<file path="src/rtl/animate_sprite_h.sv">
// animate_sprite_h
//   Horizontal sprite animator for the 160x120 VGA adapter path. Each go
//   pulse erases the sprite at its current x, moves it one step left or
//   right (clamped to the screen), redraws it and pulses done. A built-in
//   raster scanner drives the VGA plot interface directly.
//
//   Ports:
//     clock        system clock, all logic on posedge
//     reset        synchronous active-high reset
//     go           start one frame (sampled only while idle)
//     left, right  active-low move requests, sampled in the shift state
//     vga_x/vga_y  registered pixel coordinates
//     colour       registered pixel colour
//     plot         registered pixel write enable
//     out_x        current sprite left-edge x
//     busy         high whenever a frame is in progress
//     done         one-cycle pulse at frame end
//
//   Build option: ANIM_ACCEL_EN enables step acceleration while the same
//   direction is held across consecutive frames (capped at MAX_STEP).
module animate_sprite_h #(
    parameter int unsigned X_W       = 8,
    parameter int unsigned Y_W       = 7,
    parameter int unsigned COLOUR_W  = 3,
    parameter int unsigned SCREEN_W  = 160,
    parameter int unsigned SPRITE_W  = 20,
    parameter int unsigned SPRITE_H  = 20,
    parameter int unsigned Y_POS     = 100,
    parameter int unsigned INIT_X    = 70,
    parameter int unsigned STEP      = 7,
    parameter int unsigned MAX_STEP  = 10,
    parameter logic [COLOUR_W-1:0] FG_COLOUR = '1,
    parameter logic [COLOUR_W-1:0] BG_COLOUR = '0
) (
    input  logic                clock,
    input  logic                reset,
    input  logic                go,
    input  logic                left,
    input  logic                right,
    output logic [X_W-1:0]      vga_x,
    output logic [Y_W-1:0]      vga_y,
    output logic [COLOUR_W-1:0] colour,
    output logic                plot,
    output logic [X_W-1:0]      out_x,
    output logic                busy,
    output logic                done
);

    localparam int unsigned CX_W = (SPRITE_W > 1) ? $clog2(SPRITE_W) : 1;
    localparam int unsigned CY_W = (SPRITE_H > 1) ? $clog2(SPRITE_H) : 1;

    typedef enum logic [2:0] {IDLE, ERASE, SHIFT, DRAW, DONE} state_t;
    typedef enum logic [1:0] {DIR_NONE, DIR_L, DIR_R} dir_t;

    state_t          state;
    logic [X_W-1:0]  pos_x;
    logic [CX_W-1:0] cx;
    logic [CY_W-1:0] cy;

    dir_t            dir;
    logic [X_W:0]    step_w;
    logic [X_W:0]    next_pos;
    logic [X_W:0]    sum_w;
    logic [X_W:0]    lim_w;

`ifdef ANIM_ACCEL_EN
    logic [X_W:0]    cur_step;
    logic [X_W:0]    next_step;
    dir_t            prev_dir;
`else
    logic [X_W:0]    unused_max_step;
    assign unused_max_step = (X_W+1)'(MAX_STEP);
`endif

    assign out_x = pos_x;

    // Move computation is one bit wider than the position so neither the
    // subtraction nor the addition can wrap before clamping.
    always_comb begin
        dir = DIR_NONE;
        if (!left && right)
            dir = DIR_L;
        else if (!right && left)
            dir = DIR_R;

`ifdef ANIM_ACCEL_EN
        // A fresh direction restarts at STEP for this move; each moving frame
        // then bumps the stored step for the next frame in the same direction.
        step_w = (dir != DIR_NONE && dir == prev_dir) ? cur_step : (X_W+1)'(STEP);
        next_step = ((step_w + 1'b1) > (X_W+1)'(MAX_STEP)) ? (X_W+1)'(MAX_STEP)
                                                          : step_w + 1'b1;
`else
        step_w = (X_W+1)'(STEP);
`endif

        lim_w    = (X_W+1)'(SCREEN_W - SPRITE_W);
        sum_w    = {1'b0, pos_x} + step_w;
        next_pos = {1'b0, pos_x};
        if (dir == DIR_L)
            next_pos = ({1'b0, pos_x} < step_w) ? '0 : {1'b0, pos_x} - step_w;
        else if (dir == DIR_R)
            next_pos = (sum_w > lim_w) ? lim_w : sum_w;
    end

    // Pixel outputs are registered from the scan counters, so each plotted
    // pixel appears one cycle after the counter value that produced it.
    always_ff @(posedge clock) begin
        if (reset) begin
            state    <= IDLE;
            pos_x    <= X_W'(INIT_X);
            cx       <= '0;
            cy       <= '0;
            vga_x    <= '0;
            vga_y    <= '0;
            colour   <= '0;
            plot     <= 1'b0;
            done     <= 1'b0;
            busy     <= 1'b0;
`ifdef ANIM_ACCEL_EN
            cur_step <= (X_W+1)'(STEP);
            prev_dir <= DIR_NONE;
`endif
        end else begin
            case (state)
                IDLE: begin
                    plot <= 1'b0;
                    done <= 1'b0;
                    if (go) begin
                        state <= ERASE;
                        busy  <= 1'b1;
                        cx    <= '0;
                        cy    <= '0;
                    end
                end
                ERASE, DRAW: begin
                    plot   <= 1'b1;
                    vga_x  <= pos_x + X_W'(cx);
                    vga_y  <= Y_W'(Y_POS) + Y_W'(cy);
                    colour <= (state == ERASE) ? BG_COLOUR : FG_COLOUR;
                    if (cx == CX_W'(SPRITE_W - 1)) begin
                        cx <= '0;
                        if (cy == CY_W'(SPRITE_H - 1)) begin
                            cy    <= '0;
                            state <= (state == ERASE) ? SHIFT : DONE;
                        end else begin
                            cy <= cy + 1'b1;
                        end
                    end else begin
                        cx <= cx + 1'b1;
                    end
                end
                SHIFT: begin
                    plot  <= 1'b0;
                    pos_x <= next_pos[X_W-1:0];
`ifdef ANIM_ACCEL_EN
                    cur_step <= (dir == DIR_NONE) ? (X_W+1)'(STEP) : next_step;
                    prev_dir <= dir;
`endif
                    state <= DRAW;
                end
                DONE: begin
                    plot  <= 1'b0;
                    done  <= 1'b1;
                    busy  <= 1'b0;
                    state <= IDLE;
                end
                default: state <= IDLE;
            endcase
        end
    end

endmodule
</file>
<file path="config.mk">
export PLATFORM = sky130hd
export DESIGN_NAME = animate_sprite_h
export DESIGN_NICKNAME = d
export VERILOG_FILES = /design/src/rtl/animate_sprite_h.sv
export SDC_FILE = /design/constraint.sdc
export NUM_CORES = 1
export LEC_CHECK = 0
export CELL_PAD_IN_SITES_DETAIL_PLACEMENT = 1
export CELL_PAD_IN_SITES_GLOBAL_PLACEMENT = 1
export CORE_MARGIN = 2
export CORE_UTILIZATION = 43
export DETAILED_ROUTE_END_ITERATION = 10
export GPL_TIMING_DRIVEN = 0
export PLACE_DENSITY_LB_ADDON = 0.1
export SKIP_CTS_REPAIR_TIMING = 1
export SLEW_MARGIN = 30
export SYNTH_ARGS = -nofsm -noshare
export SYNTH_HDL_FRONTEND = slang
export SYNTH_SLANG_ARGS = --single-unit
</file>
<file path="constraint.sdc">
create_clock -name clock -period 7 [get_ports clock]
set_input_delay 0.7 -clock clock [delete_from_list [all_inputs] [get_ports clock]]
set_output_delay 0.7 -clock clock [all_outputs]
set_load 0.005 [all_outputs]
</file>
==> summary.txt, run 1 <==
Power
  – Worst VDD drop: between 0.00006 and 0.00007 V
  – Pwr dens: 183.8 nW/um^2
  – Leakage: roughly 1.1 nW

STA
  – Fin crit period: 2.824 ns
  – Max transition margin: 0.5494
  – Setup_tns: 0 ns
  – Period utilization: 0.4035
  – Worst-Margin Slew: 0.6741 ns
  – Final worst slack: 4.176 ns
  – F_max: 354.1 MHz
  – Final Setup Violations: 0
  – Hold Slack: around 0.46 ns
  – Final hold violation count: 0
  – Clock skew: between 0.003 and 0.004 ns
  – RSZ-0062 raised after global routing: false
  – Slew Viols, Final: 0

Global routing
  – Tot GR Track Use: 0.2543
  – Total grt overflow: 0
  – Largest net degree at the start of global routing: 13
  – First-pass GRT wire length: around 12000 microns
  – Antenna violations before repair: 0
  – Vias in the first global route: 2487

Flow run
  – Max-Cap Viols: 0

Floorplanning
  – Die W: 79.12 microns
  – Ports: 34
  – Cell row count: 27
  – Core Footprint: 5473 sq um
  – Die height: 79.12 microns
  – Initial cell density of the core: 0.4433
  – Die ar.: 6259 sq um

Logic synthesis
  – Synth top area share: 0.3301
  – Post-Syn Area: 2426 sq um
  – Synth area leader: dfxtp_1
  – Syn Nets: 325
  – Warnings, synthesis: 0
  – Main synth FF type: dfxtp_1
  – Seq/Total Area, Yosys: 0.3301
  – EDFF count, synth: 0
  – Largest cells by area after synthesis: dfxtp_1 33%, ha_1 7.2%, a21oi_1 5.6%
  – Post-Synthesis Cells: 305
  – Synthesis-stage register bit count: 40
  – Post-synth ARST share: 0
  – Syn avg cell area: 7.954 sq um
  – Unique masters post-synth: 54

Routing
  – Met2 WL: 3565 microns
  – Vias/cell: 5.868
  – Final ANT Viol Nets: 0
  – WL met1: 3457 microns
  – # DRC: 0
  – Routed length per instance: ~18 microns
  – Vias after detailed routing: 2453
  – Final wirelength: 7351 microns
  – WL met3: about 230 microns
  – 1st-pass router iterations: 4
  – DR top layer: met4
  – DR iter-0 viols: 90

Placement
  – GP Congestion: 0.8175
  – Post-Place Setup Slack: about 4.1 ns
  – Input/output buffers: 33
  – Detail Placement HPWL: between 5000 and 6000 microns

Setup path
  – Reg2Reg Setup Slack: 4.18 ns
  – Critical path launch point: out_x[0]$_SDFFE_PP0P_
  – Startpoint types: flip-flop
  – Crit-path max FO: 10
  – Crit end category: flip-flop
  – CP endpoint: out_x[6]$_SDFFE_PP1P_
  – RR Endpoint: out_x[6]$_SDFFE_PP1P_
  – FF-to-FF Start: out_x[0]$_SDFFE_PP0P_
  – Worst endpoint required time: between 7 and 8 ns
  – Critical path type: reg2reg
  – Reg2reg path depth: 9
  – Crit path arrival time: 2.99 ns

Clocking
  – Sinks on Clock Net: 40
  – Max clock buf depth: 2
  – CTS tree: yes
  – Root buf cell: clkbuf_8
  – Worst-skew pair later-pin latency: 0.30 ns
  – CTS H-Tree Depth: 2
  – Number of CTS-inserted buffers: 5
  – Worst-path clk slew: 0.08 ns

Final layout
  – Fillers: 703
  – Multi-input combinational cell area: between 1000 and 1500 sq um
  – Fraction of layout cells with a size suffix above 1: 0.05780
  – Nets: 365
  – FF+latch area: between 800 and 900 sq um
  – Number of diodes: 0
  – Area grow syn2layout: 21.45%

Min path
  – HP Class: reg2reg

Status
  – Status: completed
-- synthesized netlist by cell type (all sizes together) (2+ instances only) --
| cell type | n |
|---|---|
| clkbuf | 15 |
| nand3 | 6 |
| a31oi | 4 |
| xnor2 | 8 |
| buf | 10 |
| dfxtp | 40 |
| a221oi | 3 |
| xor2 | 6 |
| nand4 | 6 |
| inv | 15 |
| nand2b | 6 |
| nand2 | 29 |
| nor3b | 4 |
| a21oi | 27 |
| ha | 14 |
| nor3 | 14 |
| o2111ai | 2 |
| or4 | 2 |
| nor4 | 4 |
| a21o | 2 |
| nor2b | 4 |
| o31ai | 2 |
| a211oi | 5 |
| a32o | 2 |
| a211o | 3 |
| a41oi | 2 |
| mux2i | 2 |
| o21ai | 19 |
| nor2 | 28 |
-- placed cells by master, fill, tap and decap left out, types with 8 or more instances in the layout --
master / synthesis / layout
o21ai_0: 18 / 18
clkdlybuf4s50_1: 0 / 33
nand2_1: 29 / 29
dfxtp_1: 40 / 40
ha_1: 14 / 14
nor2_1: 27 / 27
inv_1: 15 / 15
clkbuf_1: 15 / 16
xnor2_1: 8 / 8
nor3_1: 14 / 14
a21oi_1: 27 / 27
-- metal layers --
| metal | track usage | vias to the layer above |
|---|---|---|
| met1 | 0.3519 | 1216 |
| met2 | 0.4136 | 48 |
| met3 | 0.03977 | 9 |
| met5 | 0 | - |
| met4 | 0.06552 | 0 |
| li1 | - | 1180 |
-- flip-flops by register name, summed over array words and instances, names as in the netlist --
name	count
done	1
out_x	8
state	3
busy	1
cx	5
vga_x	8
plot	1
vga_y	7
colour	1
cy	5
-- worst min-delay path by stage --
stage                                     start                    end  slack, ns  cells after the start
final                     vga_x[3]$_SDFFE_PP0N_  vga_x[3]$_SDFFE_PP0N_       0.46                      2
after global routing      vga_x[3]$_SDFFE_PP0N_  vga_x[3]$_SDFFE_PP0N_       0.48                      2
after CTS                 vga_y[1]$_SDFFE_PP0N_  vga_y[1]$_SDFFE_PP0N_       0.47                      2
after detailed placement  vga_y[1]$_SDFFE_PP0N_  vga_y[1]$_SDFFE_PP0N_       0.45                      2
after global placement    vga_x[3]$_SDFFE_PP0N_  vga_x[3]$_SDFFE_PP0N_       0.45                      2
after floorplan           vga_x[3]$_SDFFE_PP0N_  vga_x[3]$_SDFFE_PP0N_       0.45                      2
-- worst max-delay path, stage by stage (launching register included) --
cell	delay, ns
dfxtp_1	0.55
buf_2	0.30
inv_1	0.10
ha_1	0.31
nand2b_1	0.10
buf_2	0.18
o32ai_1	0.12
a32o_1	0.27
a211o_1	0.34
o41ai_1	0.42
-- power breakdown --
group	switching (W)	internal, W
clock	0.0000875	0.0000802
sequential	0.0000126	0.000241
combinational	0.0000687	0.0000521
total	0.000169	0.000373
-- final cells by class --
class	count	area share
tap	72	0.03057
buffer	25	0.04204
inverter	15	0.01911
timing repair buffer	33	0.1121
sequential	40	0.2718
clock inverter	1	0.002548
multi-input combinational	225	0.4926
clock buffer	7	0.02930
-- kinds of logic (layout without fill, tap and decap cells) --
logic type / count (synthesis) / in the layout / share of synthesized area
AND/OR/NAND/NOR: 108 / 108 / 0.2166
AO/OA/AOI/OAI: 86 / 86 / 0.2398
flip-flops: 40 / 40 / 0.3301
buffers and inverters: 40 / 81 / 0.07426
adder cells (fa/ha/maj): 15 / 15 / 0.08045
XOR/XNOR: 14 / 14 / 0.05054
multiplexers: 2 / 2 / 0.008252
-- stage by stage --
stage	cell area [sq um]	util	power, W	std cells
2_1_floorplan	2426	-	0.0003300	305
3_3_place_gp	2846	0.5201	0.0003729	410
3_5_place_dp	2853	0.5213	0.0003787	410
4_1_cts	2947	0.5384	0.0005436	418
5_1_grt	2947	0.5384	0.0005711	418
6_report	2947	0.5384	0.0005416	418
(Power assumes the default switching activity.)
==> run 2, diff against run 1 <==
- CORE_UTILIZATION: 43 -> 36
- clock period: 7 -> 2.28 ns (I/O delays scaled with it)
==> run 2 against run 1 <==
Net effect:
- the run now ends with negative setup slack left
- core utilization down 5.6 points
- clock power rose to 3.8 times the previous value
- clock-buffer cell count down 1
- worst setup slack worse by 4.2 ns
- via count down 1.5%
- critical endpoint is now out_x[1]$_SDFFE_PP1P_
- largest cell class unchanged
==> summary.txt, run 2 (same netlist as run 1, synthesis figures left out) <==
Status
  – Status: complete, but fails checks
  – Failing checks: negative setup slack

Flow run
  – Max-Cap Viols: 0

Final layout
  – Number of diodes: 0
  – Fillers: 769
  – Commonest non-fill, non-tap cells in the layout: 38 x dfxtp_1, 33 x clkdlybuf4s50_1, 29 x nand2_1
  – Non-Filler Instances: ~430
  – Commonest non-fill, non-tap cell in the layout: dfxtp_1
  – FF+latch area: 808.3 sq um
  – Multi-input combinational cell area: around 1500 sq um
  – Fraction of layout cells with a size suffix above 1: 0.1092
  – Area grow syn2layout: 27.80%
  – Nets: around 370
  – Fin util: 0.4828

STA
  – Clock skew: roughly 0.0053 ns
  – F_max: 428.0 MHz
  – Final hold violation count: 0
  – Worst-Margin Slew: 0.6967 ns
  – Period utilization: 1.025
  – Final worst slack: -0.05660 ns
  – Final Setup Violations: 1
  – Slew Viols, Final: 0
  – Max transition margin: 0.5324
  – Fin crit period: 2.337 ns
  – RSZ-0062 raised after global routing: true
  – Hold Slack: 0.4624 ns

Global routing
  – Antenna violations before repair: 0
  – Largest net degree at the start of global routing: 14
  – Tot GR Track Use: 0.2039
  – Total grt overflow: 0
  – Vias in the first global route: ~2.5k
  – First-pass GRT wire length: 12000 microns

Placement
  – Detail Placement HPWL: 5336 microns
  – Placed cells: 415
  – Input/output buffers: 33
  – GP Congestion: 0.8543

Routing
  – DR iter-0 viols: 87
  – Vias/cell: 5.682
  – Final wirelength: 7301 microns
  – Routed length per instance: 17.18 microns
  – 1st-pass router iterations: 4
  – # DRC: 0
  – Vias after detailed routing: between 2k and 2.5k
  – Final ANT Viol Nets: 0

Clocking
  – CTS tree: yes
  – Sinks on Clock Net: 40
  – Worst-path clk slew: around 0.080 ns
  – Number of CTS-inserted buffers: 5
  – CTS H-Tree Depth: 2
  – Worst-skew pair later-pin latency: 0.30 ns
  – Max clock buf depth: 2
  – Root buf cell: clkbuf_8

Setup path
  – Crit-path max FO: 8
  – Startpoint types: flip-flop
  – Worst endpoint required time: 2.49 ns
  – Slowest-stage cell, CP: dfxtp_4
  – Crit end category: flip-flop
  – CP top delay family: compound AO/OA/AOI/OAI gates
  – Crit path buf inv count: 3
  – CP max stage delay: 0.40 ns
  – Critical path cell sequence: buf_8 -> clkinvlp_4 -> ha_4 -> nand2b_4 -> buf_6 -> o32ai_2 -> a32o_2 -> a211o_4 -> a211o_1 -> a31oi_1
  – Reg2Reg Setup Slack: -0.06 ns
  – Crit path arrival time: around 2.6 ns
  – Critical path type: reg2reg

Min path
  – HP Class: reg2reg

Power
  – Leakage: between 1 and 1.5 nW
  – Worst VDD drop: roughly 0.00037 V
  – Pwr dens: 577.9 nW/um^2

Floorplanning
  – Die W: 86.09 microns
  – Cell row count: 29
  – Core Footprint: ~6400 sq um
  – Die ar.: 7411 sq um
  – Ports: 34
  – Die height: 86.09 microns
  – Initial cell density of the core: 0.3778
## run 2: cell types whose count changed in the layout (fill, tap and decap cells not counted), moves of 2 or more
cell / previous run / this run
dfxtp_4: 0 / 2
buf_2: 6 / 3
dfxtp_1: 40 / 38
buf_4: 2 / 5
buf_6: 2 / 4
clkbuf_1: 16 / 14
## run 2: metrics by stage
stage	total power [W]	cell area [sq um]	worst slack [ns]	setup TNS, ns
2_1_floorplan	0.001015	2431	0.02474	0
3_3_place_gp	0.001153	2858	-0.3308	-1.983
3_5_place_dp	0.001162	2864	-0.3651	-2.062
4_1_cts	0.001792	2985	-0.3750	-2.242
5_1_grt	0.001884	3100	-0.2261	-0.5994
6_report	0.001792	3100	-0.05660	-0.05660
## run 2: metal layers
metal | wire length, microns | track usage | share of wire
met5 | 0 | 0 | 0
met4 | 119 | 0.06638 | 0.016
met3 | 249 | 0.03272 | 0.034
met2 | 3512 | 0.3270 | 0.48
met1 | 3420 | 0.2792 | 0.47
## run 2: final cells by class
cell class,instances,area share
well taps,77,0.03107
flip-flops and latches,40,0.2607
plain buffers,24,0.04600
multi-input cells,225,0.4899
clock inverters,2,0.01251
repair buffers,36,0.1138
inverters,15,0.01937
clock buffers,6,0.02663
## run 2: final timing paths
check                                           start  cells after the start                    end
worst min register to register  vga_x[3]$_SDFFE_PP0N_                      2  vga_x[3]$_SDFFE_PP0N_
worst max-delay path            out_x[1]$_SDFFE_PP1P_                     10  out_x[1]$_SDFFE_PP1P_
worst min-delay path            vga_x[3]$_SDFFE_PP0N_                      2  vga_x[3]$_SDFFE_PP0N_
worst max register to register  out_x[1]$_SDFFE_PP1P_                     10  out_x[1]$_SDFFE_PP1P_
## run 2: where the power goes
part           internal (W)  switching, W
combinational      0.000171      0.000215
sequential         0.000738     0.0000381
clock              0.000358      0.000272
## run 2: worst min-delay path: stages (launching register included)
cell and delay (ns):
dfxtp_1 0.32, nand2_1 0.05, a21oi_1 0.05
